$ cat config.mk
export PLATFORM = sky130hd
export DESIGN_NAME = fetch_stage
export DESIGN_NICKNAME = d
export VERILOG_FILES = /design/src/rtl/fetch_pkg.sv /design/src/rtl/if_id_reg.sv /design/src/rtl/fetch_stage.sv
export SDC_FILE = /design/constraint.sdc
export NUM_CORES = 1
export LEC_CHECK = 0
export CORE_MARGIN = 2
export CORE_UTILIZATION = 48
export CTS_CLUSTER_SIZE = 12
export DETAILED_ROUTE_END_ITERATION = 12
export GPL_TIMING_DRIVEN = 0
export PLACE_DENSITY = 0.88
export RECOVER_POWER = 50
export REMOVE_ABC_BUFFERS = 1
export SYNTH_ARGS = -nofsm -noshare
export SYNTH_HDL_FRONTEND = slang
export SYNTH_HIERARCHICAL = 1
export SYNTH_SLANG_ARGS = --single-unit
$ cat constraint.sdc
create_clock -name clk -period 2.5 [get_ports clk]
set_input_delay 0.375 -clock clk [delete_from_list [all_inputs] [get_ports clk]]
set_output_delay 0.375 -clock clk [all_outputs]
set_load 0.02 [all_outputs]
$ cat src/rtl/fetch_pkg.sv
// fetch_pkg: shared defaults, NOP encoding and FSM state type for the
// instruction fetch stage.
package fetch_pkg;

  localparam int unsigned WORD_LENGTH_DEF   = 16;
  localparam int unsigned ADDRESS_SPACE_DEF = 21;
  localparam int unsigned IMM_FLAG_BIT_DEF  = 15;

  // Bubble opcode written into IF/ID on flush/branch.
  localparam logic [WORD_LENGTH_DEF-1:0] NOP = '0;

  typedef enum logic {
    S_OP  = 1'b0,  // fetching an opcode word
    S_IMM = 1'b1   // fetching the immediate word of a two-word instruction
  } fetch_state_e;

endpackage

$ cat src/rtl/if_id_reg.sv
// if_id_reg: IF/ID pipeline register with stall/flush control.
//   clk_i, reset_i : clock, synchronous active-high reset
//   stall_i        : hold every output
//   flush_i        : write a bubble (wins over stall)
//   kill_i         : fetch redirect; write a bubble regardless of stall
//   load_i         : a complete instruction is presented this cycle
//   instr_i/imm_i/pc_i : instruction fields to capture on load
//   instr_o/imm_o/pc_o/valid_o : registered IF/ID contents
module if_id_reg
  import fetch_pkg::*;
#(
  parameter int unsigned WORD_LENGTH   = WORD_LENGTH_DEF,
  parameter int unsigned ADDRESS_SPACE = ADDRESS_SPACE_DEF
) (
  input  logic                     clk_i,
  input  logic                     reset_i,
  input  logic                     stall_i,
  input  logic                     flush_i,
  input  logic                     kill_i,
  input  logic                     load_i,
  input  logic [WORD_LENGTH-1:0]   instr_i,
  input  logic [WORD_LENGTH-1:0]   imm_i,
  input  logic [ADDRESS_SPACE-1:0] pc_i,
  output logic [WORD_LENGTH-1:0]   instr_o,
  output logic [WORD_LENGTH-1:0]   imm_o,
  output logic [ADDRESS_SPACE-1:0] pc_o,
  output logic                     valid_o
);

  logic [WORD_LENGTH-1:0]   instr_q;
  logic [WORD_LENGTH-1:0]   imm_q;
  logic [ADDRESS_SPACE-1:0] pc_q;
  logic                     valid_q;

  always_ff @(posedge clk_i) begin
    if (reset_i) begin
      instr_q <= '0;
      imm_q   <= '0;
      pc_q    <= '0;
      valid_q <= 1'b0;
    end else if (kill_i || flush_i) begin
      // Bubble; the pc field is left as-is since a bubble carries no address.
      instr_q <= WORD_LENGTH'(NOP);
      imm_q   <= '0;
      valid_q <= 1'b0;
    end else if (!stall_i) begin
      if (load_i) begin
        instr_q <= instr_i;
        imm_q   <= imm_i;
        pc_q    <= pc_i;
        valid_q <= 1'b1;
      end else begin
        // Opcode of a two-word instruction is being held: nothing to issue.
        valid_q <= 1'b0;
      end
    end
  end

  assign instr_o = instr_q;
  assign imm_o   = imm_q;
  assign pc_o    = pc_q;
  assign valid_o = valid_q;

endmodule

$ cat src/rtl/fetch_stage.sv
// fetch_stage: instruction fetch with one- and two-word instructions.
//   clk, reset      : clock, synchronous active-high reset
//   mar             : instruction address (the PC register)
//   mdr             : memory word at mar, sampled on the next posedge
//   stall           : hold PC, FSM and IF/ID
//   flush           : replace IF/ID contents with a bubble
//   branch_taken/branch_target : redirect fetch
//   if_id_instr/if_id_imm/if_id_pc/if_id_valid : IF/ID outputs
module fetch_stage
  import fetch_pkg::*;
#(
  parameter int unsigned               WORD_LENGTH   = WORD_LENGTH_DEF,
  parameter int unsigned               ADDRESS_SPACE = ADDRESS_SPACE_DEF,
  parameter logic [ADDRESS_SPACE-1:0]  RESET_PC      = '0,
  parameter int unsigned               IMM_FLAG_BIT  = IMM_FLAG_BIT_DEF
) (
  input  logic                     clk,
  input  logic                     reset,
  output logic [ADDRESS_SPACE-1:0] mar,
  input  logic [WORD_LENGTH-1:0]   mdr,
  input  logic                     stall,
  input  logic                     flush,
  input  logic                     branch_taken,
  input  logic [ADDRESS_SPACE-1:0] branch_target,
  output logic [WORD_LENGTH-1:0]   if_id_instr,
  output logic [WORD_LENGTH-1:0]   if_id_imm,
  output logic [ADDRESS_SPACE-1:0] if_id_pc,
  output logic                     if_id_valid
);

  logic [ADDRESS_SPACE-1:0] pc_q, pc_d, pc_inc;
  fetch_state_e             state_q, state_d;
  logic [WORD_LENGTH-1:0]   hold_q, hold_d;

  logic                     load;
  logic [WORD_LENGTH-1:0]   instr_n;
  logic [WORD_LENGTH-1:0]   imm_n;

  // Natural overflow of the fixed-width add gives the modulo wrap.
  assign pc_inc = pc_q + ADDRESS_SPACE'(1);

  always_comb begin
    pc_d    = pc_q;
    state_d = state_q;
    hold_d  = hold_q;
    load    = 1'b0;
    instr_n = mdr;
    imm_n   = '0;
    if (branch_taken) begin
      pc_d    = branch_target;
      state_d = S_OP;
      hold_d  = '0;
    end else if (!stall) begin
      pc_d = pc_inc;
      case (state_q)
        S_OP: begin
          if (mdr[IMM_FLAG_BIT]) begin
            hold_d  = mdr;
            state_d = S_IMM;
          end else begin
            load = 1'b1;
          end
        end
        S_IMM: begin
          load    = 1'b1;
          instr_n = hold_q;
          imm_n   = mdr;
          state_d = S_OP;
        end
        default: state_d = S_OP;
      endcase
    end
  end

  always_ff @(posedge clk) begin
    if (reset) begin
      pc_q    <= RESET_PC;
      state_q <= S_OP;
      hold_q  <= '0;
    end else begin
      pc_q    <= pc_d;
      state_q <= state_d;
      hold_q  <= hold_d;
    end
  end

  assign mar = pc_q;

  if_id_reg #(
    .WORD_LENGTH  (WORD_LENGTH),
    .ADDRESS_SPACE(ADDRESS_SPACE)
  ) u_if_id (
    .clk_i   (clk),
    .reset_i (reset),
    .stall_i (stall),
    .flush_i (flush),
    .kill_i  (branch_taken),
    .load_i  (load),
    .instr_i (instr_n),
    .imm_i   (imm_n),
    .pc_i    (pc_inc),
    .instr_o (if_id_instr),
    .imm_o   (if_id_imm),
    .pc_o    (if_id_pc),
    .valid_o (if_id_valid)
  );

endmodule

==> reports/results.tsv, run 1 <==
stage	metric	value	unit
run_status	status	finished, final reports clean	
sta	Final Slew Violations	0	
clock_network	CTS max path bufs	2	
hold_path	Worst Hold Depth	2	
grt	initial antenna violation count	0	
place	pre-CTS setup slack	-0.815	ns
worst_setup_path	worst path cell trace	ha_2, inv_1, or4_1, or4_1, a311oi_1	
final_layout	fraction of layout instances using a drive strength above 1	0.0814	
detailed_routing	Post-route DRC	0	
final_layout	fin nets	677	
synth	Synth Area per Inst	7.88	um2
floorplanning	die height	98.4	um
power	PD cells	542	mW/mm2
synth	Seq cells post-synth	92	
grt	first-pass GRT wire length	18.8	mm
detailed_routing	drt pass-1 iters	4	
final_layout	ANT cells	0	
grt	Overflow after GRT	0	
floorplanning	die area	0.00969	mm2
final_layout	post-layout util	0.659	
floorplanning	Ports	117	
detailed_routing	Final ANT Viol Nets	0	
worst_setup_path	CP max-delay cell	or4_1	
floorplanning	Core Box Area	0.00868	mm2
worst_setup_path	Largest delay share family, worst path	simple AND/OR/NAND/NOR gates	
final_layout	commonest non-fill, non-tap cell in the layout	nand2_1	
worst_setup_path	worst flop-to-flop path endpoint	mar[16]	
detailed_routing	routed vias	4176	
floorplanning	row cnt	34	
sta	clk_skew	0.00879	ns
sta	Max Fclk	431	MHz
clock_network	sink count of the clock tree	92	
worst_setup_path	startpoint types	register	
synth	Distinct cells, synth	45	
synth	sequential area share after synthesis	0.430	
synth	Mapped Area	0.00428	mm2
worst_setup_path	kind of critical path	reg2reg	
detailed_routing	DR WL/cell	15.3	um
sta	Tmin final	2.32	ns
detailed_routing	vias per cell	5.59	
clock_network	cts hold-fix bufs	0	
worst_setup_path	CP Capture Type	register	
detailed_routing	number of DRC markers in iteration 0	128	
hold_path	worst min path class	reg2reg	
clock_network	Num CTS Buffers	9	
sta	Fin Hold WS	0.453	ns
grt	vias in the first global route	4057	
synth	Cells after Synth	543	
floorplanning	Starting Density	0.493	
worst_setup_path	Critical Path Max Stage Delay	0.55	ns
final_layout	Final Instance Area	0.00572	mm2
place	I/O Buffers	116	
worst_setup_path	CP arrival	2.57	ns
sta	worst-margin pin slew	1.33	ns
synth	Yosys warning count	6	
worst_setup_path	WP buf/inv	1	
grt	GRT Overall Usage	0.234	
clock_network	CTS tree	built	
worst_setup_path	most frequent CP cell	or4_1	
worst_setup_path	CP required	2.75	ns
worst_setup_path	r2r setup slk	0.18	ns
hold_path	hold path start	u_if_id/pc_o[17]	
sta	Tcrit/Tclk final	0.928	
power	Total Power	3.10	mW
sta	final hold violation count	0	
place	GPL Wtd Cong	0.830	
place	post-detail-place hpwl	7.80	mm
grt	pin count of the biggest net entering global routing	44	
hold_path	Hold Crit Endpoint	u_if_id/pc_o[17]	
run	Max Cap Viol	0	
place	Post-Place Cells	729	
worst_setup_path	R2R depth	5	
sta	RSZ-0062 raised after global routing	false	
final_layout	synth-to-layout area growth	33.6	%
power	maximum vdd drop	309	uV
detailed_routing	Detailed Route WL	11.4	mm
worst_setup_path	Max FO, Critical Path	8	
clock_network	clk_lat worst skew	0.35	ns
clock_network	clk root buf	clkbuf_8	
power	Leak	2.09	nW
place	placed inst area	0.00545	mm2
sta	setup violators final	0	
sta	final setup margin	0.180	ns
sta	slew margin rel.	0.112	
worst_setup_path	r2r startpoint	mar[1]	
sta	Setup TNS	0	ns
floorplanning	Die W	98.4	um
final_layout	fin cells	747	
clock_network	H-tree lvl count	3	
final_layout	most frequent cells in the layout	nand2_1, dfxtp_1, a21oi_1	
clock_network	Clock Pin Slew Worst Setup and Hold Paths	0.09	ns
==> report_power, final <==
group,leakage [nW],total (mW),switching [mW],internal [mW]
Sequential,0.748,1.55,0.0534,1.50
Clock,0.122,1.21,0.534,0.673
Combinational,1.23,0.342,0.181,0.162
==> worst min-delay path: cells and delay by family (launching register included) <==
family | cells | cell delay [ns]
DFF | 1 | 0.32
and+or+nand+nor | 1 | 0.05
AOI/OAI and AO/OA | 1 | 0.05
==> cells in the mapped netlist (all sizes together) <==
library cell	number	area [um2]
buf	11	67.6
nand2b	5	31.3
inv	7	26.3
a311oi	5	43.8
or4	3	22.5
and4	2	17.5
and3b	2	17.5
nand4	9	56.3
a211o	1	8.76
a21oi	73	365
nor3b	2	15.0
or3	5	31.3
a31oi	1	6.26
nand3b	1	7.51
or4b	1	13.8
o311a	2	20.0
nor2b	3	18.8
xor2	8	70.1
a31o	1	8.76
xnor2	20	175
o211ai	2	15.0
o21ai	3	15.0
nand2	151	567
o2111a	1	11.3
mux2	16	180
nor4	8	62.6
and2	17	106
a2111oi	1	8.76
clkbuf	31	118
o31ai	1	7.51
and3	4	25.0
nor4b	1	15.0
nand3	12	60.1
a211oi	8	60.1
a21boi	1	7.51
o22a	1	8.76
dfxtp	92	1840
mux2i	2	20.0
nor2	20	75.1
ha	1	12.5
nor3	8	40.0
==> timing repair <==
item / CTS / global route
cloned: 1 / 0
buffers inserted: 0 / 1
setup endpoints to repair: 75 / 32
pin swaps: 0 / 1
resized for setup: 6 / 4
hold endpoints to repair: 0 / 0
==> logic make-up after synthesis <==
kind of cell | share of synthesized area
DFF | 0.430
and+or+nand+nor | 0.276
muxes | 0.0468
xor gates and xnor gates | 0.0573
AOI/OAI and AO/OA | 0.137
buffers and inverters | 0.0494
adders and majority gates | 0.00292
==> worst max path at each step <==
stage                            start                 end  slack, ns  cells past startpoint
after floorplan                  stall  u_if_id/instr_o[0]      -0.36                      4
after global placement           stall  u_if_id/instr_o[8]      -2.41                      5
after detailed placement  branch_taken           hold_q[3]      -0.81                      4
after CTS                       mar[0]             mar[16]      0.009                      5
after global routing            mar[1]             mar[16]       0.05                      5
final                           mar[1]             mar[16]       0.18                      5
==> state kept, by name (all words and copies together) (netlist names) <==
name             count
u_if_id/instr_o     16
u_if_id/imm_o       16
state_q              1
u_if_id/pc_o        21
mar                 21
u_if_id/valid_o      1
hold_q              16
==> area by class of cell <==
| type | count | area [um2] |
|---|---|---|
| clock buffer | 9 | 124 |
| clock inverter | 7 | 123 |
| fill | 720 | 2960 |
| inverter | 7 | 30.0 |
| multi-input combinational | 402 | 2260 |
| sequential | 92 | 1840 |
| tap | 108 | 135 |
| timing repair buffer | 121 | 1200 |
| timing repair inverter | 1 | 5.00 |
==> routing by layer <==
layer,share of wire,global-route usage
met1,0.42,0.279
met2,0.48,0.410
met3,0.090,0.0695
met4,0.011,0.0706
met5,0,0
Power figures use the tool's default switching activity.
==> inputs of run 2 (changes only) <==
--- a/config.mk
+++ b/config.mk
@@ -7,6 +7,7 @@
 export LEC_CHECK = 0
 export CORE_MARGIN = 2
 export CORE_UTILIZATION = 48
+export CTS_CLUSTER_DIAMETER = 150
 export CTS_CLUSTER_SIZE = 12
 export DETAILED_ROUTE_END_ITERATION = 12
 export GPL_TIMING_DRIVEN = 0
==> results of run 2 <==
Same layout as run 1: the final DEF is identical, and so are final timing and power.
